[src/rtl/mem_bus_arbiter.sv]
`default_nettype none
// ============================================================================
// Module      : mem_bus_arbiter
// Description : Sequences the shared external memory bus between the
//               instruction-fetch port and the load/store data port. Each
//               transaction is a fixed three-cycle bus sequence
//               (accept / address / read-or-commit). Data traffic has
//               priority over fetch. A halt request drains the in-flight
//               transaction, then parks the bus in the halt encoding.
//               Optional build macro MEM_ARB_STARVE_EN adds a fetch
//               anti-starvation counter (STARVE_LIMIT consecutive losses).
// Revision    : 1.0 - initial release
// ============================================================================
module mem_bus_arbiter #(
  parameter int ADDR_W       = 10,
  parameter int RDATA_W      = 12,
  parameter int WDATA_W      = 6,
  parameter int STARVE_LIMIT = 4
) (
  input  logic               clk,
  input  logic               rst,
  input  logic               fetch_req,
  input  logic [ADDR_W-1:0]  fetch_addr,
  output logic               fetch_gnt,
  output logic               fetch_rvalid,
  output logic [RDATA_W-1:0] fetch_rdata,
  input  logic               data_req,
  input  logic               data_we,
  input  logic [ADDR_W-1:0]  data_addr,
  input  logic [WDATA_W-1:0] data_wdata,
  input  logic               data_upper,
  output logic               data_gnt,
  output logic               data_rvalid,
  output logic [RDATA_W-1:0] data_rdata,
  input  logic               halt_req,
  output logic               halted,
  output logic [ADDR_W-1:0]  bus_addr_data,
  output logic               bus_read_write,
  output logic               bus_write_commit,
  input  logic [RDATA_W-1:0] bus_rdata
);

  typedef enum logic [2:0] {
    IDLE    = 3'd0,
    ADDR    = 3'd1,
    RDATA   = 3'd2,
    WCOMMIT = 3'd3,
    HALTED  = 3'd4
  } state_t;

  state_t              r_state;
  state_t              w_state_next;

  // Captured request fields of the transaction in flight
  logic                r_owner_data;
  logic                r_we;
  logic                r_upper;
  logic [WDATA_W-1:0]  r_wdata;

  logic                r_halt_flag;

  logic                w_fetch_gnt;
  logic                w_data_gnt;
  logic                w_force_fetch;

  logic [ADDR_W-1:0]   w_bus_addr_data;
  logic                w_bus_read_write;
  logic                w_bus_write_commit;
  logic [ADDR_W-1:0]   w_commit_word;

  logic [ADDR_W-1:0]   r_bus_addr_data;
  logic                r_bus_read_write;
  logic                r_bus_write_commit;
  logic                r_fetch_rvalid;
  logic                r_data_rvalid;
  logic [RDATA_W-1:0]  r_fetch_rdata;
  logic [RDATA_W-1:0]  r_data_rdata;
  logic                r_halted;

  // Commit word: store data in the low bits, STOREU flag just above, rest zero
  assign w_commit_word = ADDR_W'({r_upper, r_wdata});

`ifdef MEM_ARB_STARVE_EN
  localparam int CNT_W = $clog2(STARVE_LIMIT + 1);

  logic [CNT_W-1:0] r_starve_cnt;

  assign w_force_fetch = fetch_req && (r_starve_cnt == CNT_W'(STARVE_LIMIT));

  // Count arbitrations that fetch lost to data; cleared whenever fetch wins
  always_ff @(posedge clk) begin
    if (rst) begin
      r_starve_cnt <= '0;
    end else if (w_fetch_gnt) begin
      r_starve_cnt <= '0;
    end else if (w_data_gnt && fetch_req) begin
      r_starve_cnt <= r_starve_cnt + 1'b1;
    end
  end
`else
  // Strict data priority: fetch is never forced ahead of data
  assign w_force_fetch = (STARVE_LIMIT < 0);
`endif

  // State register
  always_ff @(posedge clk) begin
    if (rst) begin
      r_state <= IDLE;
    end else begin
      r_state <= w_state_next;
    end
  end

  // Next state, grants and next-cycle bus values
  always_comb begin
    w_state_next       = r_state;
    w_fetch_gnt        = 1'b0;
    w_data_gnt         = 1'b0;
    w_bus_addr_data    = '0;
    w_bus_read_write   = 1'b1;
    w_bus_write_commit = 1'b0;
    case (r_state)
      IDLE: begin
        if (r_halt_flag) begin
          w_state_next       = HALTED;
          w_bus_write_commit = 1'b1;
        end else if (data_req && !w_force_fetch) begin
          w_data_gnt       = 1'b1;
          w_state_next     = ADDR;
          w_bus_addr_data  = data_addr;
          w_bus_read_write = ~data_we;
        end else if (fetch_req) begin
          w_fetch_gnt      = 1'b1;
          w_state_next     = ADDR;
          w_bus_addr_data  = fetch_addr;
        end
      end
      ADDR: begin
        if (r_we) begin
          w_state_next       = WCOMMIT;
          w_bus_addr_data    = w_commit_word;
          w_bus_read_write   = 1'b0;
          w_bus_write_commit = 1'b1;
        end else begin
          w_state_next = RDATA;
        end
      end
      RDATA, WCOMMIT: begin
        w_state_next = IDLE;
      end
      HALTED: begin
        w_state_next       = HALTED;
        w_bus_write_commit = 1'b1;
      end
      default: begin
        w_state_next = IDLE;
      end
    endcase
  end

  // Capture the request fields at the accept cycle
  always_ff @(posedge clk) begin
    if (rst) begin
      r_owner_data <= 1'b0;
      r_we         <= 1'b0;
      r_upper      <= 1'b0;
      r_wdata      <= '0;
    end else if (w_data_gnt) begin
      r_owner_data <= 1'b1;
      r_we         <= data_we;
      r_upper      <= data_upper;
      r_wdata      <= data_wdata;
    end else if (w_fetch_gnt) begin
      r_owner_data <= 1'b0;
      r_we         <= 1'b0;
    end
  end

  // Sticky halt request; only reset clears it
  always_ff @(posedge clk) begin
    if (rst) begin
      r_halt_flag <= 1'b0;
    end else begin
      r_halt_flag <= r_halt_flag | halt_req;
    end
  end

  // Registered bus drive and halted indication
  always_ff @(posedge clk) begin
    if (rst) begin
      r_bus_addr_data    <= '0;
      r_bus_read_write   <= 1'b1;
      r_bus_write_commit <= 1'b0;
      r_halted           <= 1'b0;
    end else begin
      r_bus_addr_data    <= w_bus_addr_data;
      r_bus_read_write   <= w_bus_read_write;
      r_bus_write_commit <= w_bus_write_commit;
      r_halted           <= (w_state_next == HALTED);
    end
  end

  // Read return: sample memory at the end of RDATA, strobe the owner next cycle
  always_ff @(posedge clk) begin
    if (rst) begin
      r_fetch_rvalid <= 1'b0;
      r_data_rvalid  <= 1'b0;
      r_fetch_rdata  <= '0;
      r_data_rdata   <= '0;
    end else begin
      r_fetch_rvalid <= (r_state == RDATA) && !r_owner_data;
      r_data_rvalid  <= (r_state == RDATA) &&  r_owner_data;
      if ((r_state == RDATA) && !r_owner_data) begin
        r_fetch_rdata <= bus_rdata;
      end
      if ((r_state == RDATA) && r_owner_data) begin
        r_data_rdata <= bus_rdata;
      end
    end
  end

  assign fetch_gnt        = w_fetch_gnt;
  assign data_gnt         = w_data_gnt;
  assign fetch_rvalid     = r_fetch_rvalid;
  assign fetch_rdata      = r_fetch_rdata;
  assign data_rvalid      = r_data_rvalid;
  assign data_rdata       = r_data_rdata;
  assign halted           = r_halted;
  assign bus_addr_data    = r_bus_addr_data;
  assign bus_read_write   = r_bus_read_write;
  assign bus_write_commit = r_bus_write_commit;

endmodule
`default_nettype wire

[config.mk]
export PLATFORM = sky130hd
export DESIGN_NAME = mem_bus_arbiter
export DESIGN_NICKNAME = d
export VERILOG_FILES = /design/src/rtl/mem_bus_arbiter.sv
export SDC_FILE = /design/constraint.sdc
export NUM_CORES = 1
export LEC_CHECK = 0
export BUFFER_PORTS_ARGS = -buffer_cell sky130_fd_sc_hd__buf_2
export CAP_MARGIN = 20
export CORE_UTILIZATION = 46
export DETAILED_ROUTE_END_ITERATION = 10
export PLACE_DENSITY = 0.78
export SYNTH_ARGS = -nofsm -noshare
export SYNTH_HDL_FRONTEND = slang
export SYNTH_SLANG_ARGS = --single-unit
[constraint.sdc]
create_clock -name clk -period 1.7 [get_ports clk]
set_input_delay 0.255 -clock clk [delete_from_list [all_inputs] [get_ports clk]]
set_output_delay 0.255 -clock clk [all_outputs]
set_load 0.01 [all_outputs]
==> metrics.md, run 1 <==
| Metric | Value |
|---|---|
| Clock latency on the worst-skew pair | 0.31 ns |
| Max Freq | 570.8 MHz |
| Clock buffer depth | 2 |
| Max incr delay on CP | between 0.5 and 0.6 ns |
| Crit path capture | fetch_gnt |
| Port Buffers | 85 |
| Crit path arrival time | ~1.5 ns |
| Slew @ Worst Pin | 0.4458 ns |
| Initial antenna violation count | 0 |
| VDD IR-drop max | 0.6435 mV |
| Fillers | 343 |
| Critical Path Slowest Stage Cell | or4_4 |
| Synth-to-layout area growth | 29.60% |
| DRT Wirelength | 4691 microns |
| Relative slew slack | 70.28% |
| Fin. max-slew vios | 0 |
| Vias per inst | around 5.1 |
| Largest net degree at the start of global routing | 27 |
| RR Endpoint | r_wdata[4] |
| Vias | between 1500 and 2000 |
| Overall Global Routing Usage | 21.80% |
| Crit path launch | r_state[1] |
| Commonest non-fill, non-tap cell in the layout | buf_2 |
| Post-synthesis instance total | 220 |
| DRT iter0 DRCs | 66 |
| GRT Residual Overflow | 0 |
| Pwr/cell area | 920.7 nW/um^2 |
| Clk pin slew, worst setup/hold paths | 0.10 ns |
| Leak pwr | 1.130 nW |
| Worst Setup End Kind | primary output |
| Worst Hold Class | input pin to flip-flop |
| Die H | 67.37 microns |
| Yosys reg bits | 52 |
| Final Util | 62.78% |
| CTS tree | yes |
| Worst clock skew | 0.01531 ns |
| DRT Pass-1 Iters | 4 |
| First-pass GRT wire length | 7355 microns |
| Final worst slack | -0.05201 ns |
| Worst-case reg-to-reg path depth | 4 |
| Tmin final | 1.752 ns |
| Diode count | 0 |
| Die W | 67.37 microns |
| Register share of total power | between 50% and 60% |
| Critical path cell sequence | or4_4 -> nor3_4 -> buf_2 |
| Initial core utilization | 48.44% |
| Crit Path Category | flip-flop to primary output |
| CORE AREA | 4058 sq um |
| Fin Setup TNS | -0.05201 ns |
| Routed len/inst | roughly 13 microns |
| Worst setup SP type | flip-flop |
| Status | finished, violations left |
| Unrepaired setup endpoints after global routing | true |
| Die Area | 4539 sq um |
| Critical path peak fanout | 2 |
| Nets | 352 |
| Net switching power | 0.6196 mW |
| Mean Syn Cell Area | 8.935 sq um |
| Clock Sinks | 52 |
| Switch share | between 20% and 30% |
| Seq/Total Area, Yosys | 52.96% |
| Reg2Reg Launch Point | r_state[1] |
| Worst Path Required | 1.44 ns |
| Tcrit/Tclk final | 103.1% |
| Synth Net Count | 265 |
| Max_cap viols | 0 |
| CTS buffer count | 5 |
| YS warnings | 0 |
| Post-route ant nets | 0 |
| Vias in the first global route | about 1600 |
| Final hold vios | 0 |
| Row count | 23 |
| Most frequent cells in the layout | 85 x buf_2, 52 x nand2_1, 50 x dfxtp_1 |
| I/O Pins | 86 |
| Comb power frac | 15.0% |
| H-tree depth | 2 |
| Violated checks | setup timing |
| Ratio of cells with drive above 1 in the final layout | 37.34% |
| Root buf cell | clkbuf_8 |
| R2r setup slk | 0.22 ns |
| Post-detail-place hpwl | between 3000 and 4000 microns |
| Mapped cell area | 1966 sq um |
| Clock power share | 29.5% |
| Placer congestion estimate | 0.8276 |
| DRC viols | 0 |
| Synth unique cells | 32 |
| Int Power | approximately 1.7 mW |
| Final setup fails | 1 |
[cell usage after synthesis, drive strengths merged]
library cell | number | area, sq um
dfxtp | 52 | 1041
nand2 | 52 | 195.2
a21oi | 33 | 165.2
a22oi | 10 | 75.07
buf | 10 | 80.07
nor2 | 9 | 33.78
o21ai | 9 | 48.80
clkbuf | 8 | 31.28
nand3 | 7 | 35.03
o2bb2ai | 7 | 61.31
inv | 4 | 15.01
nor4 | 4 | 46.29
nor3 | 3 | 15.01
a211o | 1 | 8.760
a32o | 1 | 10.01
and2 | 1 | 6.260
and4bb | 1 | 12.51
nand2b | 1 | 6.260
nand4bb | 1 | 11.26
nor2b | 1 | 6.260
nor4b | 1 | 23.77
o22a | 1 | 8.760
o31ai | 1 | 7.510
or4 | 1 | 7.510
or4b | 1 | 13.76
[worst max-delay path: cells and delay by family, from the launching register on]
kind,cells,cell delay (ns)
simple gates,2,0.70
flops,1,0.33
buf+inv,1,0.16
[worst min-delay path by stage]
stage	from	to	slack (ns)	cells after the start
2_1_floorplan	halt_req	r_halt_flag	0.37	2
3_3_place_gp	fetch_rdata[8]	fetch_rdata[8]	0.44	2
3_5_place_dp	fetch_rdata[11]	fetch_rdata[11]	0.44	2
4_1_cts	halt_req	r_halt_flag	0.16	3
5_1_grt	bus_rdata[7]	fetch_rdata[7]	0.18	3
6_report	halt_req	r_halt_flag	0.17	3
[cells by family after synthesis]
logic type,count (synthesis),synth area share [%]
DFF,52,52.96
buffers and inverters,22,6.428
and+or+nand+nor,83,21.01
AOI/OAI and AO/OA,63,19.61
[power by group through the flow]
stage | Clock, mW | Sequential (mW) | Combinational (mW)
floorplan | 0 | 1.34 | 0.194
global placement | 0 | 1.33 | 0.326
detailed placement | 0 | 1.33 | 0.332
CTS | 0.705 | 1.30 | 0.346
global route | 0.756 | 1.31 | 0.391
finish | 0.691 | 1.30 | 0.352
[layer usage]
layer,track usage (%),part of all wire (%)
met1,27.42,44
met4,7.979,2.1
met5,0,0
met3,6.250,5.7
met2,35.25,48
[final cells by class]
class                      instances  area, sq um  area share (%)
clock buffer                       6        72.57           2.849
multi-input combinational        146        813.3           31.93
clock inverter                     2        13.76          0.5403
timing repair buffer              98        526.8           20.68
tap                               50        62.56           2.456
sequential                        52         1044           40.96
inverter                           4        15.01          0.5894
[registers in the layout, indices dropped and copies added (netlist names), 3 cells and up]
name,count
r_state,3
r_wdata,6
bus_addr_data,10
fetch_rdata,12
data_rdata,12
[stage by stage]
| step | setup WS, ns | hold WS, ns | cells | instance area, sq um | power (mW) |
|---|---|---|---|---|---|
| 2_1_floorplan | 0.2041 | 0.3708 | 220 | 1966 | 1.534 |
| 3_3_place_gp | 0.2354 | 0.4390 | 349 | 2432 | 1.653 |
| 3_5_place_dp | 0.2310 | 0.4430 | 349 | 2432 | 1.660 |
| 4_1_cts | -0.04466 | 0.1600 | 358 | 2536 | 2.352 |
| 5_1_grt | -0.07974 | 0.1827 | 358 | 2547 | 2.455 |
| 6_report | -0.05201 | 0.1665 | 358 | 2547 | 2.345 |
[what timing repair did]
item                       in CTS  in global routing
pin swaps                       1                  1
hold buffers                    0                  0
setup buffers                   1                  1
setup endpoints to repair       2                  2
resized for setup               3                  3
No activity file was read; power rests on OpenSTA's default activity.
==> run 2, diff against run 1 <==
- CORE_UTILIZATION: 46 -> 48
- CTS_BUF_LIST: not set -> sky130_fd_sc_hd__clkbuf_8
- PLACE_DENSITY: 0.78 -> 0.81
==> metrics.md, run 2 (synthesis results as in run 1) <==
| Metric | Value |
|---|---|
| Status | finished, violations left |
| Violated checks | setup timing |
| Total power | 2.483 mW |
| Worst Path Required | approximately 1.4 ns |
| Row count | 22 |
| Pwr/cell area | 972.5 nW/um^2 |
| DRC viols | 0 |
| Tmin final | 1.709 ns |
| Top Family by Delay on Critical Path | simple AND/OR/NAND/NOR gates |
| Root buf cell | clkbuf_8 |
| Worst clock skew | 0.003769 ns |
| Tcrit/Tclk final | 100.5% |
| Hold slack | approximately 0.16 ns |
| Diode count | 0 |
| Post-detail-place hpwl | 3205 microns |
| Fin Setup TNS | -0.008764 ns |
| Vias | 1842 |
| VDD IR-drop max | 0.8783 mV |
| Synth-to-layout area growth | 29.92% |
| Max_cap viols | 0 |
| Max Freq | slightly below 600 MHz |
| Clock Sinks | 52 |
| Die W | 65.99 microns |
| Leak pwr | 1.127 nW |
| Relative slew slack | 54.24% |
| Final setup fails | 1 |
| Clk pin slew, worst setup/hold paths | 0.09 ns |
| FF+latch area | 1042 sq um |
| Post-route ant nets | 0 |
| DRT Wirelength | ~4500 microns |
| Worst Hold Class | input pin to flip-flop |
| Critical path cell sequence | or4_4 -> nor3_4 -> buf_2 |
| Die Area | approximately 4400 sq um |
| Worst setup SP type | flip-flop |
| DRT iter0 DRCs | 104 |
| Critical path buffers and inverters | 1 |
| Ratio of cells with drive above 1 in the final layout | 36.93% |
| Slew @ Worst Pin | 0.6850 ns |
| Crit Path Category | flip-flop to primary output |
| Nets | 350 |
| Vias in the first global route | 1735 |
| Critical Path Slowest Stage Cell | or4_4 |
| Largest net degree at the start of global routing | 27 |
| Crit path arrival time | roughly 1.5 ns |
| I/O Pins | 86 |
| Worst Setup End Kind | primary output |
| Max incr delay on CP | 0.55 ns |
| Die H | 65.99 microns |
| Final hold vios | 0 |
| Fillers | 332 |
| Commonest non-fill, non-tap cell in the layout | buf_2 |
| Area occupied by multi-input gates | 813.3 sq um |
| Port Buffers | 85 |
| Initial antenna violation count | 0 |
| Fin. max-slew vios | 0 |
| H-tree depth | 2 |
| CTS buffer count | 5 |
| Final Util | between 60% and 70% |
| GRT Residual Overflow | 0 |
| Cts-stage hold buffer count | 0 |
| Most frequent cells in the layout | 85 x buf_2, 52 x nand2_1, 51 x dfxtp_1 |
| CTS tree | yes |
| Clock latency on the worst-skew pair | just over 0.3 ns |
| Overall Global Routing Usage | between 20% and 30% |
| CORE AREA | between 3000 and 4000 sq um |
| Placer congestion estimate | 0.7750 |
| Critical path peak fanout | 2 |
| Vias per inst | around 5.2 |
| Clock buffer depth | 2 |
| Final worst slack | -0.008764 ns |
| First-pass GRT wire length | 7507 microns |
| Initial core utilization | around half |
| DRT Pass-1 Iters | 4 |
| Unrepaired setup endpoints after global routing | true |
| Routed len/inst | 12.70 microns |
[run 2: changes by cell type in the layout (fill, tap and decap cells not counted)]
cell and delta:
buf_4 -2, bufinv_16 +1, clkbuf_1 -1, clkinvlp_4 +1, dfxtp_1 +1, dfxtp_2 -1
inv_6 -1
[run 2: worst register-to-register path, delay by kind of cell (launching register included)]
kind,cells,cell delay [ns]
AND/OR/NAND/NOR,2,0.49
buffers and inverters,2,0.36
flip-flops,1,0.32
AO/OA/AOI/OAI,1,0.21
[run 2: stage by stage]
step                std cells  setup WS [ns]  instance area (sq um)
CTS                       354      -0.009675                   2544
global route              354       -0.05969                   2554
finish                    354      -0.008764                   2554
floorplan                 220         0.2041                   1966
detailed placement        345         0.2447                   2415
global placement          345         0.2620                   2415
[run 2: where the power goes]
part | internal (mW) | switching (mW)
Clock | 0.436 | 0.403
Combinational | 0.156 | 0.190
Sequential | 1.27 | 0.0278
[run 2: final cells by class]
cell class,instances,share of cell area (%)
multi-input combinational,146,31.85
tap,48,2.352
clock inverter,3,1.666
inverter,4,0.5879
clock buffer,5,2.695
sequential,52,40.81
timing repair buffer,96,20.04
[run 2: repair_timing]
item                       4_1_cts  5_1_grt
setup buffers                    1        0
setup endpoints to repair        2        2
gates resized for setup          3        2
pin swaps                        1        2
[run 2: routing by layer]
metal  track usage, %  share of wire (%)
met1            25.48                 44
met2            40.56                 49
met3            4.483                4.9
met4            10.90                1.8
met5                0                  0
[run 2: final timing paths]
kind | start | end | slack [ns] | depth (start not counted)
hold / removal | halt_req | r_halt_flag | 0.16 | 3
setup reg to reg | r_state[0] | bus_addr_data[0] | 0.25 | 5
hold reg to reg | data_rdata[4] | data_rdata[4] | 0.45 | 2
setup / recovery | r_state[0] | fetch_gnt | -0.009 | 3
==> run 3, diff against run 2 <==
- REMOVE_ABC_BUFFERS: not set -> 1
- SLEW_MARGIN: not set -> 40
==> metrics.md, run 3 (synthesis results as in run 1) <==
| Metric | Value |
|---|---|
| Status | complete, no violations |
| Largest net degree at the start of global routing | 26 |
| Final Util | 67.06% |
| Max Freq | 589.3 MHz |
| Final hold vios | 0 |
| Post-Layout Cell Count | 355 |
| Post-detail-place hpwl | between 3000 and 4000 microns |
| Register share of total power | 55.5% |
| CORE AREA | 3799 sq um |
| Relative slew slack | ~58% |
| Max incr delay on CP | 0.54 ns |
| R2r setup slk | 0.25 ns |
| Int Power | 1.760 mW |
| Tcrit/Tclk final | 99.81% |
| Critical path cell sequence | or4_4 -> nor3_2 -> buf_2 |
| Vias in the first global route | 1628 |
| GR Util met1 | 23.88% |
| Most used routing layer | met2 |
| Initial core utilization | 51.75% |
| DRT iter0 DRCs | 82 |
| Initial antenna violation count | 0 |
| DRT Wirelength | 4290 microns |
| Clk pin slew, worst setup/hold paths | approximately 0.090 ns |
| DRT Pass-1 Iters | 4 |
| Fillers | 339 |
| Pwr/cell area | roughly 920 nW/um^2 |
| Final setup fails | 0 |
| Leak pwr | 1.131 nW |
| Vias | 1763 |
| GRT Residual Overflow | 0 |
| Row count | 22 |
| Port Buffers | 85 |
| Critical Path Slowest Stage Cell | or4_4 |
| Nets | 351 |
| Clock latency on the worst-skew pair | 0.30 ns |
| Worst Path Required | 1.44 ns |
| DRC viols | 0 |
| Total power | 2.352 mW |
| Comb power frac | between 10 and 15% |
| M2 GR Usage | 38.14% |
| Die H | 65.99 microns |
| Clock power share | about 30% |
| Most frequent cells in the layout | 85 x buf_2, 52 x nand2_1, 49 x dfxtp_1 |
| I/O Pins | 86 |
| Ratio of cells with drive above 1 in the final layout | ~38% |
| Clock buffer depth | 2 |
| Worst clock skew | 0.007167 ns |
| H-tree depth | 2 |
| Worst setup SP type | flip-flop |
| Unrepaired setup endpoints after global routing | true |
| Switch share | 25.16% |
| CTS tree | yes |
| Crit path launch | r_state[0] |
| Crit path arrival time | 1.44 ns |
| Worst Hold Class | input pin to flip-flop |
| Synth-to-layout area growth | 29.60% |
| Die W | 65.99 microns |
| CTS buffer count | 5 |
| Clock Sinks | 52 |
| Placed cells | 345 |
| Vias per inst | 4.966 |
| Critical path peak fanout | 3 |
| Net switching power | 0.5917 mW |
| Die Area | 4355 sq um |
| Fin. max-slew vios | 0 |
| Tmin final | 1.697 ns |
| Placer congestion estimate | between 0.7 and 0.8 |
| Overall Global Routing Usage | 21.09% |
| Crit Path Category | flip-flop to primary output |
| RR Endpoint | r_wdata[4] |
| Routed len/inst | 12.08 microns |
| Diode count | 0 |
| Crit path capture | fetch_gnt |
| Post-route ant nets | 0 |
| Worst-case reg-to-reg path depth | 4 |
| Commonest non-fill, non-tap cell in the layout | buf_2 |
| Max_cap viols | 0 |
| Met3 Use GR | 4.138% |
| Reg2Reg Launch Point | r_state[0] |
| Worst Setup End Kind | primary output |
| Slew @ Worst Pin | 0.6324 ns |
| First-pass GRT wire length | about 7000 microns |
| Root buf cell | clkbuf_8 |
| VDD IR-drop max | 0.6643 mV |
-- run 3: cell count changes in the layout (fill, tap and decap cells not counted), sizes merged --
cell	change
buf	+1
bufinv	-1
clkbuf	+1
clkinv	+1
clkinvlp	-1
-- run 3: per-layer routing --
metal,vias up,routed length [microns]
met5,-,0
met4,0,53
met3,5,210
met2,41,2175
met1,791,1851
li1,926,-
-- run 3: area by class of cell --
cell class,count,area [sq um],share of cell area [%]
clock inverters,2,10.01,0.3929
multi-input cells,146,807.0,31.68
well taps,48,60.06,2.358
inverters,4,15.01,0.5894
clock buffers,6,82.58,3.242
flip-flops and latches,52,1045,41.01
repair buffers,97,528.0,20.73
-- run 3: repair_timing --
item                                    CTS  global route
pin swaps                                 1             1
resized for setup                         5             0
endpoints found under the setup margin    2             2
buffers inserted                          0             2
hold buffers                              0             0
-- run 3: power groups by stage --
stage               logic [mW]  clock network, mW  registers, mW
global placement         0.320                  0           1.33
finish                   0.341              0.705           1.31
detailed placement       0.325                  0           1.33
CTS                      0.332              0.722           1.31
global route             0.379              0.779           1.31
floorplan                0.127                  0           1.36
-- run 3: worst min path at each step --
stage,startpoint,to,slack (ns),cells after the start
3_5_place_dp,data_rdata[8],data_rdata[8],0.45,2
3_3_place_gp,r_upper,bus_addr_data[6],0.43,1
2_1_floorplan,rst,data_rdata[0],0.32,1
4_1_cts,halt_req,r_halt_flag,0.15,3
6_report,halt_req,r_halt_flag,0.15,3
5_1_grt,halt_req,r_halt_flag,0.15,3
-- run 3: worst max-delay path: cells and delay by family, from the launching register on --
| family | cells | cell delay (ns) |
|---|---|---|
| DFF | 1 | 0.35 |
| and+or+nand+nor | 2 | 0.64 |
| buffers and inverters | 1 | 0.15 |
-- run 3: per-stage QoR --
step | cell area [sq um] | hold slack [ns] | setup WS, ns | setup TNS, ns
6_report | 2547 | 0.1495 | 0.003209 | 0
5_1_grt | 2547 | 0.1457 | -0.07779 | -0.07962
4_1_cts | 2532 | 0.1503 | -0.007600 | -0.01098
3_5_place_dp | 2427 | 0.4456 | 0.2217 | 0
3_3_place_gp | 2427 | 0.4350 | 0.2799 | 0
2_1_floorplan | 1854 | 0.3241 | 0.09565 | 0
